File: src/rtl/fir_out_requant_dec.sv
// fir_out_requant_dec
// Output-side consumer for the symmetric FIR filters: keeps one of every
// DECIM valid samples, rounds (half-up) and saturates it to OUT_WORD_SIZE,
// and buffers the result in a small FIFO behind a valid/ready interface.
// The FIR side cannot be stalled, so a sample arriving at a full FIFO with
// no read that cycle is dropped and flagged.
module fir_out_requant_dec #(
    parameter int IN_WORD_SIZE  = 25,
    parameter int OUT_WORD_SIZE = 16,
    parameter int FRAC_SHIFT    = 5,
    parameter int DECIM         = 2,
    parameter int FIFO_DEPTH    = 4
) (
    input  logic                            clk,
    input  logic                            arst_n,
    input  logic                            clear_i,
    input  logic signed [IN_WORD_SIZE-1:0]  data_in,
    input  logic                            valid_in,
    output logic signed [OUT_WORD_SIZE-1:0] data_out,
    output logic                            valid_out,
    input  logic                            ready_in,
    output logic                            overflow_o,
    output logic                            drop_o
);

    localparam int PHASE_W = (DECIM > 1) ? $clog2(DECIM) : 1;
    localparam int PTR_W   = $clog2(FIFO_DEPTH);
    localparam int CNT_W   = PTR_W + 1;
    localparam int SUM_W   = IN_WORD_SIZE + 1;

    localparam logic [PHASE_W-1:0] PHASE_LAST = PHASE_W'(DECIM - 1);
    localparam logic [CNT_W-1:0]   CNT_FULL   = CNT_W'(FIFO_DEPTH);

    // Saturation bounds expressed at the full rounded width.
    localparam logic signed [SUM_W-1:0] C_MAX =
        {{(SUM_W - OUT_WORD_SIZE + 1){1'b0}}, {(OUT_WORD_SIZE - 1){1'b1}}};
    localparam logic signed [SUM_W-1:0] C_MIN =
        {{(SUM_W - OUT_WORD_SIZE + 1){1'b1}}, {(OUT_WORD_SIZE - 1){1'b0}}};

    logic [PHASE_W-1:0]             r_phase;
    logic signed [OUT_WORD_SIZE-1:0] r_stage_data;
    logic                           r_stage_valid;
    logic signed [OUT_WORD_SIZE-1:0] r_mem [FIFO_DEPTH];
    logic [PTR_W-1:0]               r_wr_ptr;
    logic [PTR_W-1:0]               r_rd_ptr;
    logic [CNT_W-1:0]               r_count;
    logic                           r_overflow;
    logic                           r_drop;

    logic                           w_keep;
    logic signed [SUM_W-1:0]        w_half;
    logic signed [SUM_W-1:0]        w_sum;
    logic signed [SUM_W-1:0]        w_shift;
    logic                           w_sat_hi;
    logic                           w_sat_lo;
    logic signed [OUT_WORD_SIZE-1:0] w_req;
    logic                           w_full;
    logic                           w_rd;
    logic                           w_wr;
    logic                           w_drop;

    // A clear discards the same-cycle sample, so it must not be kept.
    assign w_keep = valid_in && (r_phase == '0) && !clear_i;

    // Phase counter: advances on every valid sample, wraps at DECIM-1.
    always_ff @(posedge clk or negedge arst_n) begin
        if (!arst_n) begin
            r_phase <= '0;
        end else if (clear_i) begin
            r_phase <= '0;
        end else if (valid_in) begin
            r_phase <= (r_phase == PHASE_LAST) ? '0 : r_phase + 1'b1;
        end
    end

    // Round-half-up constant; absent when no fractional bits are dropped.
    generate
        if (FRAC_SHIFT > 0) begin : g_round
            assign w_half = SUM_W'(1) << (FRAC_SHIFT - 1);
        end else begin : g_no_round
            assign w_half = '0;
        end
    endgenerate

    // One extra bit of headroom keeps the rounding add from wrapping.
    assign w_sum    = {data_in[IN_WORD_SIZE-1], data_in} + w_half;
    assign w_shift  = w_sum >>> FRAC_SHIFT;
    assign w_sat_hi = (w_shift > C_MAX);
    assign w_sat_lo = (w_shift < C_MIN);

    // Clamp the rounded value into the output word.
    always_comb begin
        w_req = w_shift[OUT_WORD_SIZE-1:0];
        if (w_sat_hi) begin
            w_req = C_MAX[OUT_WORD_SIZE-1:0];
        end else if (w_sat_lo) begin
            w_req = C_MIN[OUT_WORD_SIZE-1:0];
        end
    end

    // Requantise stage register with its valid bit.
    always_ff @(posedge clk or negedge arst_n) begin
        if (!arst_n) begin
            r_stage_data  <= '0;
            r_stage_valid <= 1'b0;
        end else begin
            r_stage_valid <= w_keep;
            if (w_keep) begin
                r_stage_data <= w_req;
            end
        end
    end

    // FIFO control: a read frees a slot for a same-cycle write when full.
    assign valid_out = (r_count != '0);
    assign w_full    = (r_count == CNT_FULL);
    assign w_rd      = valid_out && ready_in && !clear_i;
    assign w_wr      = r_stage_valid && !clear_i && (!w_full || w_rd);
    assign w_drop    = r_stage_valid && !clear_i && w_full && !w_rd;

    // Storage entries; reset so the head reads zero out of reset.
    generate
        for (genvar gi = 0; gi < FIFO_DEPTH; gi++) begin : g_mem
            // Write this entry when the write pointer selects it.
            always_ff @(posedge clk or negedge arst_n) begin
                if (!arst_n) begin
                    r_mem[gi] <= '0;
                end else if (w_wr && (r_wr_ptr == PTR_W'(gi))) begin
                    r_mem[gi] <= r_stage_data;
                end
            end
        end
    endgenerate

    assign data_out = r_mem[r_rd_ptr];

    // Pointers wrap naturally (power-of-two depth); count tracks occupancy.
    always_ff @(posedge clk or negedge arst_n) begin
        if (!arst_n) begin
            r_wr_ptr <= '0;
            r_rd_ptr <= '0;
            r_count  <= '0;
        end else if (clear_i) begin
            r_wr_ptr <= '0;
            r_rd_ptr <= '0;
            r_count  <= '0;
        end else begin
            if (w_wr) begin
                r_wr_ptr <= r_wr_ptr + 1'b1;
            end
            if (w_rd) begin
                r_rd_ptr <= r_rd_ptr + 1'b1;
            end
            if (w_wr && !w_rd) begin
                r_count <= r_count + 1'b1;
            end else if (w_rd && !w_wr) begin
                r_count <= r_count - 1'b1;
            end
        end
    end

    // Sticky flags; clear wins over a same-cycle set.
    always_ff @(posedge clk or negedge arst_n) begin
        if (!arst_n) begin
            r_overflow <= 1'b0;
            r_drop     <= 1'b0;
        end else if (clear_i) begin
            r_overflow <= 1'b0;
            r_drop     <= 1'b0;
        end else begin
            if (w_keep && (w_sat_hi || w_sat_lo)) begin
                r_overflow <= 1'b1;
            end
            if (w_drop) begin
                r_drop <= 1'b1;
            end
        end
    end

    assign overflow_o = r_overflow;
    assign drop_o     = r_drop;

endmodule

File: config.mk
export PLATFORM = sky130hd
export DESIGN_NAME = fir_out_requant_dec
export DESIGN_NICKNAME = d
export VERILOG_FILES = /design/src/rtl/fir_out_requant_dec.sv
export SDC_FILE = /design/constraint.sdc
export NUM_CORES = 1
export LEC_CHECK = 0
export BUFFER_PORTS_ARGS = -buffer_cell sky130_fd_sc_hd__clkbuf_2
export CORE_ASPECT_RATIO = 2
export CORE_MARGIN = 2
export CORE_UTILIZATION = 53
export CTS_CLUSTER_SIZE = 8
export DETAILED_ROUTE_END_ITERATION = 10
export PLACE_DENSITY = 0.8
export SLEW_MARGIN = 20
export SYNTH_ARGS = -nofsm -noshare
export SYNTH_HDL_FRONTEND = slang
export SYNTH_SLANG_ARGS = --single-unit
File: constraint.sdc
create_clock -name clk -period 2.2 [get_ports clk]
set_input_delay 0.55 -clock clk [delete_from_list [all_inputs] [get_ports clk]]
set_output_delay 0.55 -clock clk [all_outputs]
set_load 0.02 [all_outputs]
# ---- Word level (Yosys, flattened, before mapping)
# Index checks and enable logic that the tools add are counted.
dict set report word_totals {
  reg_bits 91
  in_bits 30
  output_inout_bits 19
}
dict set report op_classes {
  n_addsub 6
  order_cmp 3
  n_eq_ne 4
  muxes 19
  bitwise_logic 2
  reduce_logical 29
}
# op n
set ops {}
lappend ops {{$mux 16} 4}
lappend ops {{$bmux 16 s2} 1}
lappend ops {{$add 25x6->26 const B} 1}
lappend ops {{$gt 21x16->1 const B} 1}
lappend ops {{$lt 21x16->1 const B} 1}
lappend ops {{$logic_and 1x1->1} 15}
lappend ops {{$reduce_bool 2->1} 5}
lappend ops {{$mux 3} 3}
lappend ops {{$mux 2} 4}
lappend ops {{$mux 1} 7}
lappend ops {{$reduce_bool 3->1} 2}
lappend ops {{$add 2x1->2 const B} 2}
lappend ops {{$eq 2x2->1 const B} 2}
lappend ops {{$logic_not 1->1} 4}
lappend ops {{$add 3x1->3 const B} 1}
lappend ops {{$eq 3x3->1 const B} 1}
lappend ops {{$ge 3x3->1 const B} 1}
lappend ops {{$not 2->3} 1}
lappend ops {{$sub 3x1->3 const B} 1}
lappend ops {{$eq 2x1->1 const B} 1}
lappend ops {{$logic_not 2->1} 1}
lappend ops {{$logic_or 1x1->1} 2}
lappend ops {{$add 1x1->1 const B} 1}
lappend ops {{$not 1->1} 1}

# ---- Logic depth before layout (Yosys ltp)
# Gate-level depths: netlist of the first run.
dict set report depth {
  word_depth 10
  mapped_depth 9
  mapped_depth_nobuf 9
}

# ---- Worst setup path after synthesis of the first run
# OpenSTA, ideal clock, no wires.
dict set report synth_timing {
  path_type {input -> register}
  startpoint {input data_in[4]}
  endpoint {register r_stage_data[4]}
  setup_time_ns 0.082
  arrival_time_ns 2.196
  t_required_ns 2.118
  path_slack_ns -0.078
  cell_stages 8
  cell_sequence {ha_1 > and3_1 > and4_1 > mux2_1 > o32ai_2 > o21ai_1 > buf_4 > a22oi_2}
}
dict set report synth_via {
  elab_chain_len 4
  word_cells_on_any_way 5
  cone_classes {add/sub (1); order compare (2); mux (2)}
}
# element line
set synth_rtl {}
lappend synth_rtl {{start, declared} 17} ;# input logic signed [IN_WORD_SIZE-1:0] data_in,
lappend synth_rtl {{$add 25x6->26 *} 86} ;# assign w_sum = {data_in[IN_WORD_SIZE-1], data_in} + w_half;
lappend synth_rtl {{$lt 21x16->1} 89} ;# assign w_sat_lo = (w_shift < C_MIN);
lappend synth_rtl {{$mux 16} 96} ;# end else if (w_sat_lo) begin
lappend synth_rtl {{$mux 16 *} 94} ;# if (w_sat_hi) begin
lappend synth_rtl {{end signal, assigned} 109} ;# r_stage_data <= w_req;
lappend synth_rtl {{end, declared} 41} ;# logic signed [OUT_WORD_SIZE-1:0] r_stage_data;
# Every way passes the cells marked *; elsewhere a longest branch is shown, timed or not.
# A chain may end at the register's enable or synchronous reset.

# ---- Worst setup path in the final report of the first run
dict set report layout_timing {
  startpoint {register r_rd_ptr[0]}
  endpoint {output data_out[12]}
}
dict set report layout_via {
  elab_chain_len 4
}
# element line
set layout_rtl {}
lappend layout_rtl {{start, declared} 45} ;# logic [PTR_W-1:0] r_rd_ptr;
lappend layout_rtl {{start signal, assigned} 152} ;# r_rd_ptr <= r_rd_ptr + 1'b1;
lappend layout_rtl {{$not 2->3 (not written as such)} 135} ;# assign data_out = r_mem[r_rd_ptr];
lappend layout_rtl {{$bmux 16 s2} 135}
lappend layout_rtl {{$mux 16 (not written as such) (2 in a row)} 135}
lappend layout_rtl {{end, declared} 19} ;# output logic signed [OUT_WORD_SIZE-1:0] data_out,
# No other way between the ends. The select of a mux whose other input is x is not followed.

==> results of run 1 <==
-- per-layer routing --
layer | part of all wire (%) | vias to the layer above | track usage, %
met5 | 0 | - | 0
met4 | 3.1 | 0 | 12.2
met3 | 2.5 | 21 | 3.43
met2 | 56 | 70 | 40.4
met1 | 38 | 1591 | 24.5
li1 | - | 1426 | -
-- per-stage QoR --
stage                     utilization (%)  TNS [ns]
after floorplan                         -         0
after global placement               62.9     -4.01
after detailed placement             62.9     -4.56
after CTS                            66.4   -0.0408
after global routing                 67.5    -0.391
final                                67.5   -0.0476
-- how the worst max path moves through the flow --
stage / startpoint / end / cells past startpoint
after floorplan: data_in[4] / r_stage_data[4]$_DFFE_PN0P_ / 8
after global placement: data_in[6] / r_stage_data[14]$_DFFE_PN0P_ / 8
after detailed placement: data_in[6] / r_stage_data[14]$_DFFE_PN0P_ / 8
after CTS: r_rd_ptr[0]$_DFFE_PN0P_ / data_out[12] / 3
after global routing: r_rd_ptr[0]$_DFFE_PN0P_ / data_out[8] / 3
final: r_rd_ptr[0]$_DFFE_PN0P_ / data_out[12] / 3
-- power breakdown --
part | switching, W | internal (W) | leakage, nW | total (W)
Clock | 0.000618 | 0.000818 | 0.137 | 0.00144
Sequential | 0.000235 | 0.00198 | 1.22 | 0.00221
Combinational | 0.000843 | 0.000938 | 1.29 | 0.00178
Total | 0.00170 | 0.00373 | 2.65 | 0.00543
-- cells in the mapped netlist (3+ instances only) --
cell,n,area share (%)
buf_2,5,0.55
nand3_1,11,1.2
mux2_2,64,16
mux4_2,16,7.9
dfrtp_1,91,50
ha_1,5,1.4
a22oi_2,10,2.8
o21ai_1,4,0.44
and2_1,5,0.69
nand2_1,28,2.3
and4_1,6,1.2
a21oi_1,10,1.1
xor2_1,5,0.96
xnor2_1,17,3.3
clkbuf_1,8,0.66
nand4_1,3,0.41
inv_1,7,0.58
o31ai_1,3,0.50
nor2_1,14,1.2
-- cell families (layout without fill, tap and decap cells) --
group	count (synthesis)	count (layout)	synth area share (%)
AO/OA/AOI/OAI	40	40	7.50
multiplexers	83	83	24.5
AND/OR/NAND/NOR	80	80	9.42
adder cells (fa/ha/maj)	6	6	1.82
XOR/XNOR	22	22	4.24
flip-flops	91	91	50.2
buffers and inverters	23	109	2.37
-- final cells by class --
type                            instances  area [sq um]  share of cell area [%]
Sequential cell                        91          2280                    40.7
Multi-Input combinational cell        231          2180                    39.0
Timing Repair Buffer                   87           707                    12.6
Clock buffer                           11           253                    4.52
Tap cell                               98           123                    2.19
Clock inverter                          4          26.3                   0.470
Inverter                                7          26.3                   0.470
-- timing repair --
action / CTS / global route
setup buffers: 1 / 0
resized for setup: 1 / 34
gates cloned: 0 / 1
endpoints found under the setup margin: 6 / 17
hold buffers: 0 / 0
-- registers in the layout, summed over array words and instances (netlist names) --
signal / cells
drop_o: 1
overflow_o: 1
r_count: 3
r_mem: 64
r_phase: 1
r_rd_ptr: 2
r_stage_data: 16
r_stage_valid: 1
r_wr_ptr: 2
==> results by group, run 1 <==
Floorplanning
  – Chip Width: 69.5 microns
  – Io pins: 49
  – Starting Density: approximately 55%
  – Die footprint: approximately 0.0094 sq mm
  – Die Span Y: ~130 microns
  – Rows: 47
  – Core Region: 0.00829 sq mm

Logic synthesis
  – Sequential fraction of the synthesis area: 50.2%
  – Syn avg cell area: roughly 13 sq um
  – Yosys reg bits: between 90 and 100
  – EDFF count, synth: 0
  – Synth cell types: 47
  – Primary FF master, synth: dfrtp_1
  – Cell area after synthesis: 0.00454 sq mm
  – Yosys warnings: 0
  – Syn_nets: 381
  – Async set-reset flop share out of synthesis: 100%
  – Gate Count Post-Synth: 345

Finish
  – Fillcell total: roughly 560
  – Final net count: roughly 460
  – Final instance area: around 0.0056 sq mm
  – Layout cell share with drive strength beyond 1: a little under half
  – Non-filler cells, final: around 530
  – Synth-to-layout area growth: 23.2%
  – Commonest non-fill, non-tap cell in the layout: dfrtp_1
  – Most frequent cells in the layout: dfrtp_1, mux2_2, buf_4
  – Antenna diode count: 0

Global route
  – Vias in the first global route: about 3300
  – Global-route usage over all layers: 22.2%
  – First-pass GRT wire length: 16.2 mm
  – Pin count of the biggest net entering global routing: 62
  – Total grt overflow: 0
  – Initial antenna violation count: 0

Clocking
  – Clock sink count: a little over 90
  – # H-tree levels: 3
  – CTS tree: yes
  – Clock buffer depth: 2
  – Worst-Skew Late Latency: 0.34 ns
  – Root Driver: clkbuf_16
  – TritonCTS Buffers: 9
  – Reg clk slew, reported paths: around 0.060 ns

Worst setup path
  – Critical Setup Path Class: reg2out
  – Worst Setup End Kind: output port
  – Startpoint Class: flop
  – Worst reg2reg path startpoint: r_count[1]$_DFFE_PN0P_
  – CP Max Fanout: 9
  – Slowest Stage Delay on Critical Path: ~0.54 ns
  – Crit path cell chain: buf_12 > mux4_2 > clkbuf_2
  – Critical-path top delay cell: mux4_2
  – Critical R2R Capture: r_count[2]$_DFFE_PN0P_
  – Arr. time, crit path: about 1.7 ns
  – CP top delay family: multiplexers
  – Worst R2R Path Depth: 8
  – Worst endpoint required time: between 1.5 and 2 ns
  – WP buf/inv: 2
  – Reg2reg setup slack: around 0.16 ns

Place
  – Placed cells: about 510
  – Post-Place Worst Slack: -0.395 ns
  – # port buffers: 44
  – GP Congestion: 0.778
  – DP Area: approximately 0.0052 sq mm
  – DP HPWL: about 6.8 mm

STA
  – Skew final: around 0.0045 ns
  – Fmax: about 450 MHz
  – Final Max Slew Viols: 0
  – RSZ-0062 raised after global routing: true
  – Fin. Hold Viols: 0
  – Final setup fails: 3
  – Rel. slew slack: a little over two thirds
  – Final Cycle Share: 101%
  – Worst slew pin tran: 0.450 ns
  – Setup ws final: -0.0260 ns
  – Min Clock Period, post-route: 2.23 ns
  – Hold slack: ~0.13 ns

Pwr
  – Peak supply drop: 0.000439 V
  – PwrDens: slightly below 1000 mW/mm^2
  – Static leakage power: approximately 2.7 nW
  – Tot Pwr: around 0.0054 W

Run
  – Max-cap viol count: 0

Run status
  – Status: finished, violations left
  – Violated checks: setup timing

Detailed routing
  – DR WL/cell: about 18 microns
  – # DRC: 0
  – DR pass1 iterations: 6
  – Vias: between 3000 and 4000
  – Post-DRT Antenna Nets: 0
  – Vias/cell: between 5 and 6
  – Initial DRC count: between 200 and 250
  – Final WL: approximately 9.7 mm

Hold path
  – Worst min path class: in2async
No activity file was read; power rests on OpenSTA's default activity.
==> run 2, diff against run 1 <==
==> constraint.sdc (replaced) <==
create_clock -name clk -period 2.2 [get_ports clk]
set_input_delay 0.11 -clock clk [delete_from_list [all_inputs] [get_ports clk]]
set_output_delay 0.11 -clock clk [all_outputs]
set_load 0.02 [all_outputs]
==> run 2 against run 1 <==
Die area did not move; the run now ends clean; non-clock buffer count fell by 24; maximum frequency rose by 13%; hold slack got worse by 0.078 ns; utilization fell by 3.9 points; critical path type is now reg2reg; final cell count fell by 4.3%; global-route usage fell by 1.5 points; via count fell by 5.5%; total power fell by 5.6%; highest routed layer unchanged; sequential share of layout area rose by 2.5 points; clock power barely moved.
==> results by group, run 2 (synthesized netlist as in run 1, its figures left out) <==
Worst setup path
  – CP Max Fanout: 6 (-3)
  – Critical Setup Path Class: reg2reg
  – Critical R2R Capture: r_count[1]$_DFFE_PN0P_
  – Worst endpoint required time: 2.44 ns (+0.79 ns)
  – Startpoint Class: flop
  – Worst reg2reg path startpoint: r_count[1]$_DFFE_PN0P_
  – Worst Setup End Kind: flop
  – Worst R2R Path Depth: 5 (-3)
  – Reg2reg setup slack: 0.22 ns (+0.06 ns)
  – Arr. time, crit path: 2.22 ns (+0.54 ns)

Pwr
  – Clock power frac: 27.5% (+1.0 points)
  – PwrDens: 972 mW/mm^2 (+0.15%)
  – Psw: 0.00159 W (-6.4%)
  – Tot Pwr: 0.00512 W (-5.6%)
  – Static leakage power: 2.49 nW (-6.2%)
  – Seq pwr share: 42.6% (+1.9 points)
  – Peak supply drop: 0.000460 V (+4.8%)
  – Combinational fraction of design power: 29.8% (-3.0 points)
  – Sw frac: 31.0% (-0.27 points)
  – Cell Int Power: 0.00354 W (-5.3%)

Place
  – GP Congestion: 0.822 (+5.6%)
  – Placed cells: 489 (-4.5%)
  – DP Area: 0.00498 sq mm (-4.6%)
  – DP HPWL: 6.48 mm (-5.2%)
  – # port buffers: 44 (unchanged)

Detailed routing
  – # DRC: 0 (unchanged)
  – Vias: 2937 (-5.5%)
  – Initial DRC count: 205 (-1.4%)
  – Post-DRT Antenna Nets: 0 (unchanged)
  – Vias/cell: 5.80 (-1.2%)
  – DR WL/cell: 17.4 microns (-5.1%)
  – DR pass1 iterations: 6 (unchanged)
  – Final WL: 8.82 mm (-9.2%)

STA
  – Worst slew pin tran: 0.511 ns (+0.0604 ns)
  – RSZ-0062 raised after global routing: false
  – Skew final: 0.00444 ns (-0.0000141 ns)
  – Final setup fails: 0 (-3)
  – Final Cycle Share: 89.9% (-11 points)
  – Fmax: 506 MHz (+13%)
  – Final Max Slew Viols: 0 (unchanged)
  – Min Clock Period, post-route: 1.98 ns (-0.249 ns)
  – Setup TNS: 0 ns (+0.0476 ns)
  – Fin. Hold Viols: 0 (unchanged)
  – Rel. slew slack: 66.0% (-3.9 points)

Floorplanning
  – Rows: 47 (unchanged)
  – Io pins: 49 (unchanged)
  – Die footprint: 0.00937 sq mm (unchanged)
  – Die Span Y: 135 microns (unchanged)
  – Starting Density: 54.8% (unchanged)
  – Core Region: 0.00829 sq mm (unchanged)
  – Chip Width: 69.5 microns (unchanged)

Hold path
  – HP Start: valid_in
  – Hold endpoint: r_phase$_DFFE_PN0P_
  – Worst min path class: in2reg
  – Cells on Worst Hold Path: 3

Finish
  – Non-filler cells, final: 506 (-4.3%)
  – Top reg by flops: r_mem
  – Layout cell share with drive strength beyond 1: 42.9% (-4.2 points)
  – Antenna diode count: 0 (unchanged)
  – Reg area: 0.00228 sq mm (about the same)
  – Final Util: 63.6% (-3.9 points)
  – Synth-to-layout area growth: 16.1%
  – Largest regs: r_mem: 64 flops, r_stage_data: 16 flops, r_count: 3 flops
  – Most frequent cells in the layout: dfrtp_1, mux2_2, clkbuf_2
  – Final instance area: 0.00527 sq mm (-5.8%)
  – Commonest non-fill, non-tap cell in the layout: dfrtp_1
  – Fillcell total: 606 (+7.6%)
  – Area of the multi-input gates: 0.00216 sq mm (-0.69%)
  – Max reg flops: 64 (unchanged)
  – Final net count: 439 (-5.2%)

Clocking
  – Reg clk slew, reported paths: 0.06 ns (about the same)
  – Clock buffer depth: 2 (unchanged)
  – Postcts setup bufs: 0 (-1)
  – Clock sink count: 91 (unchanged)
  – Worst-Skew Late Latency: 0.33 ns (about the same)
  – CTS tree: yes
  – # H-tree levels: 3 (unchanged)
  – TritonCTS Buffers: 9 (unchanged)
  – Root Driver: clkbuf_16

Global route
  – Pin count of the biggest net entering global routing: 52 (-16%)
  – Initial antenna violation count: 0 (unchanged)
  – Vias in the first global route: 3144 (-5.7%)
  – First-pass GRT wire length: 15.1 mm (-6.5%)
  – Total grt overflow: 0 (unchanged)
  – Global-route usage over all layers: 20.7% (-1.5 points)

Run
  – Max-cap viol count: 0 (unchanged)

Run status
  – Status: complete, no violations
==> run 2: worst max path at each step <==
stage,depth (start not counted),endpoint,startpoint
floorplan,9,r_count[2]$_DFFE_PN0P_,r_count[1]$_DFFE_PN0P_
global placement,8,r_stage_data[4]$_DFFE_PN0P_,data_in[6]
detailed placement,5,r_count[1]$_DFFE_PN0P_,r_count[1]$_DFFE_PN0P_
CTS,5,r_count[1]$_DFFE_PN0P_,r_count[1]$_DFFE_PN0P_
global route,9,r_count[2]$_DFFE_PN0P_,r_count[0]$_DFFE_PN0P_
finish,5,r_count[1]$_DFFE_PN0P_,r_count[1]$_DFFE_PN0P_
==> run 2: timing repair <==
action,in CTS,in global routing
setup endpoints to repair,0,2
hold buffers,1,0
resized for setup,0,2
endpoints found under the hold margin,40,0
==> run 2: cell type report <==
type / instances / share of cell area [%]
sequential: 91 / 43.2
multi-input combinational: 231 / 41.1
timing repair buffer: 63 / 7.69
clock buffer: 14 / 5.01
tap: 98 / 2.33
inverter: 7 / 0.499
clock inverter: 2 / 0.190
==> run 2: worst max-delay path, cell delays in order (launching register included) <==
cell and delay (ns):
dfrtp_1 0.40, or3_1 0.38, and2_1 0.25, nor3_2 0.20, fa_1 0.44, a211oi_1 0.22
==> run 2: metal layers <==
metal,GRT usage (%),routed length (microns),vias up
li1,-,-,1374
met1,23.2,3390,1487
met2,37.5,4950,59
met3,2.54,249,17
met4,11.8,221,0
met5,0,0,-
==> run 2: power by group through the flow <==
stage | logic (W) | registers (W) | clock network (W)
after floorplan | 0.00114 | 0.00213 | 0
after global placement | 0.00150 | 0.00217 | 0
after detailed placement | 0.00155 | 0.00221 | 0
after CTS | 0.00156 | 0.00218 | 0.00144
after global routing | 0.00167 | 0.00223 | 0.00150
final | 0.00153 | 0.00218 | 0.00141
==> run 2: through the flow <==
stage	setup slack (ns)	hold WS [ns]
after CTS	0.123	0.0521
after global placement	0.209	0.107
after global routing	0.0256	0.0605
after floorplan	0.0721	-0.186
after detailed placement	0.144	0.121
final	0.223	0.0553
==> run 3, diff against run 2 <==
Settings changed: CELL_PAD_IN_SITES_DETAIL_PLACEMENT from default to 1, CELL_PAD_IN_SITES_GLOBAL_PLACEMENT from default to 2, CORE_UTILIZATION 53 to 37.
==> run 3 against run 2 <==
Utilization is 19 points lower; register-to-register slack about the same; sequential power about the same; non-clock buffer count rose by 1; design area is 2.0% higher; highest routed layer unchanged.
==> results by group, run 3 (synthesized netlist as in run 1, its figures left out) <==
Run status
  – Status: complete, no violations

Global route
  – Global-route usage over all layers: 17.3% (-3.5 points)
  – Vias in the first global route: 3399 (+8.1%)
  – Total grt overflow: 0 (unchanged)
  – Pin count of the biggest net entering global routing: 53 (+1.9%)
  – Initial antenna violation count: 0 (unchanged)
  – First-pass GRT wire length: 17.1 mm (+13%)

Pwr
  – Tot Pwr: 0.00523 W (+2.1%)
  – Peak supply drop: 0.000477 V (+3.6%)
  – PwrDens: 973 mW/mm^2 (+0.15%)
  – Static leakage power: 2.51 nW (+1.0%)

Worst setup path
  – Worst Setup End Kind: flop
  – Worst reg2reg path startpoint: r_count[0]$_DFFE_PN0P_
  – Critical Setup Path Class: reg2reg
  – CP top delay family: simple AND/OR/NAND/NOR gates
  – Critical Path Start: r_count[0]$_DFFE_PN0P_
  – Startpoint Class: flop
  – Slowest Stage Delay on Critical Path: 0.42 ns (-0.02 ns)
  – Crit path top cell by count: nor2_1
  – CP Max Fanout: 4 (-2)
  – Critical-path top delay cell: dfrtp_1
  – Worst endpoint required time: 2.42 ns (-0.02 ns)
  – Crit path cell chain: nor2_1 > nand2_1 > o21ai_1 > nor3_1 > fa_1 > or2_0 > mux2i_1 > xnor2_1 > nor2_1
  – WP buf/inv: 0 (unchanged)
  – Arr. time, crit path: 2.20 ns (-0.02 ns)

Finish
  – Most frequent cells in the layout: dfrtp_1, mux2_2, clkbuf_2
  – Fillcell total: 1280 (+110%)
  – Layout cell share with drive strength beyond 1: 42.8% (-0.10 points)
  – Antenna diode count: 0 (unchanged)
  – Largest regs: r_mem: 64 flops, r_stage_data: 16 flops, r_count: 3 flops
  – Max reg flops: 64 (unchanged)
  – Reg area: 0.00228 sq mm (unchanged)
  – Final net count: 440 (+0.23%)
  – Area of the multi-input gates: 0.00216 sq mm (-0.40%)
  – Synth-to-layout area growth: 18.4%
  – Final instance area: 0.00537 sq mm (+2.0%)
  – Commonest non-fill, non-tap cell in the layout: dfrtp_1
  – Top reg by flops: r_mem

Detailed routing
  – # DRC: 0 (unchanged)
  – Vias: 2959 (+0.75%)
  – Final WL: 10.0 mm (+14%)
  – Post-DRT Antenna Nets: 0 (unchanged)
  – DR pass1 iterations: 4 (-2)
  – Vias/cell: 5.32 (-8.3%)
  – Initial DRC count: 100 (-51%)
  – DR WL/cell: 18.1 microns (+3.7%)

Clocking
  – Root Driver: clkbuf_16
  – # H-tree levels: 3 (unchanged)
  – TritonCTS Buffers: 9 (unchanged)
  – Clock buffer depth: 2 (unchanged)
  – Clock sink count: 91 (unchanged)
  – Reg clk slew, reported paths: 0.06 ns (about the same)
  – Worst-Skew Late Latency: 0.34 ns (about the same)
  – CTS tree: yes
  – PostCTS Resize Cnt: 0 (unchanged)

Place
  – # port buffers: 44 (unchanged)
  – GP Congestion: 0.742 (-9.8%)
  – DP HPWL: 7.32 mm (+13%)
  – DP Area: 0.00507 sq mm (+1.9%)

STA
  – RSZ-0062 raised after global routing: false
  – Fin. Hold Viols: 0 (unchanged)
  – Final setup fails: 0 (unchanged)
  – Fmax: 505 MHz (-0.12%)
  – Rel. slew slack: 66.2% (+0.26 points)
  – Setup TNS: 0 ns (unchanged)
  – Final Max Slew Viols: 0 (unchanged)
  – Final Cycle Share: 90.0% (+0.11 points)
  – Min Clock Period, post-route: 1.98 ns (+0.00236 ns)
  – Skew final: 0.00551 ns (+0.00108 ns)
  – Worst slew pin tran: 0.507 ns (-0.00393 ns)
  – Hold slack: 0.0854 ns (+0.0302 ns)

Floorplanning
  – Chip Width: 82.3 microns (+19%)
  – Die footprint: 0.0132 sq mm (+41%)
  – Starting Density: 37.7% (-17 points)
  – Core Region: 0.0121 sq mm (+45%)
  – Die Span Y: 161 microns (+19%)
  – Io pins: 49 (unchanged)
  – Rows: 57 (+21%)

Hold path
  – Worst min path class: in2reg
  – HP Start: valid_in

Run
  – Max-cap viol count: 0 (unchanged)
==> run 3: cell types whose count changed in the layout (fill, tap and decap cells not counted) <==
cell / previous run / this run
nor3_2: 1 / 0
clkbuf_8: 2 / 4
clkbuf_1: 3 / 2
o21ai_1: 3 / 4
buf_12: 3 / 5
nor3_1: 1 / 2
buf_4: 16 / 15
o21ai_2: 2 / 1
clkinv_2: 2 / 1
==> run 3: tightest hold or removal path: cells and delay by family <==
kind / cells / cell delay, ns
XOR/XNOR: 1 / 0.13
buffers and inverters: 1 / 0.10
AND/OR/NAND/NOR: 1 / 0.05
==> run 3: timing repair <==
action,CTS,global route
buffers inserted,0,0
hold buffers,1,0
endpoints found under the hold margin,39,0
setup endpoints to repair,0,0
==> run 3: final cells by class <==
class                   instances  share of cell area (%)
flip-flops and latches         91                    42.4
multi-input cells             231                    40.1
repair buffers                 64                    8.15
clock buffers                  15                    5.36
well taps                     147                    3.42
inverters                       7                   0.489
clock inverters                 1                  0.0931
==> run 3: path summary, 6_finish.rpt <==
path	end	slack (ns)	cells past startpoint
max	r_count[2]$_DFFE_PN0P_	0.22	9
min	r_phase$_DFFE_PN0P_	0.09	3
max reg2reg	r_count[2]$_DFFE_PN0P_	0.22	9
min reg2reg	r_mem[10]$_DFFE_PN0P_	0.50	1
max in group asynchronous	r_mem[44]$_DFFE_PN0P_	1.26	3
min in group asynchronous	r_mem[1]$_DFFE_PN0P_	0.29	2
==> run 3: per-stage QoR <==
stage | util (%) | cells | setup WS (ns)
floorplan | - | 345 | 0.0721
global placement | 42.1 | 539 | 0.215
detailed placement | 42.1 | 539 | 0.162
CTS | 44.6 | 556 | 0.203
global route | 44.6 | 556 | 0.0322
finish | 44.6 | 556 | 0.220
==> run 3: power breakdown <==
group / leakage (nW) / internal [W] / switching [W] / total [W]
combinational: 1.14 / 0.000752 / 0.000807 / 0.00156
sequential: 1.22 / 0.00197 / 0.000217 / 0.00219
clock: 0.146 / 0.000888 / 0.000593 / 0.00148
total: 2.51 / 0.00361 / 0.00162 / 0.00523
==> run 3: per-layer routing <==
layer  routed length, microns  share of wire [%]  GRT usage, %
met3                      226                2.3          1.80
met4                      265                2.6          8.03
met5                        0                  0             0
met1                     3740                 37          18.5
met2                     5810                 58          32.1
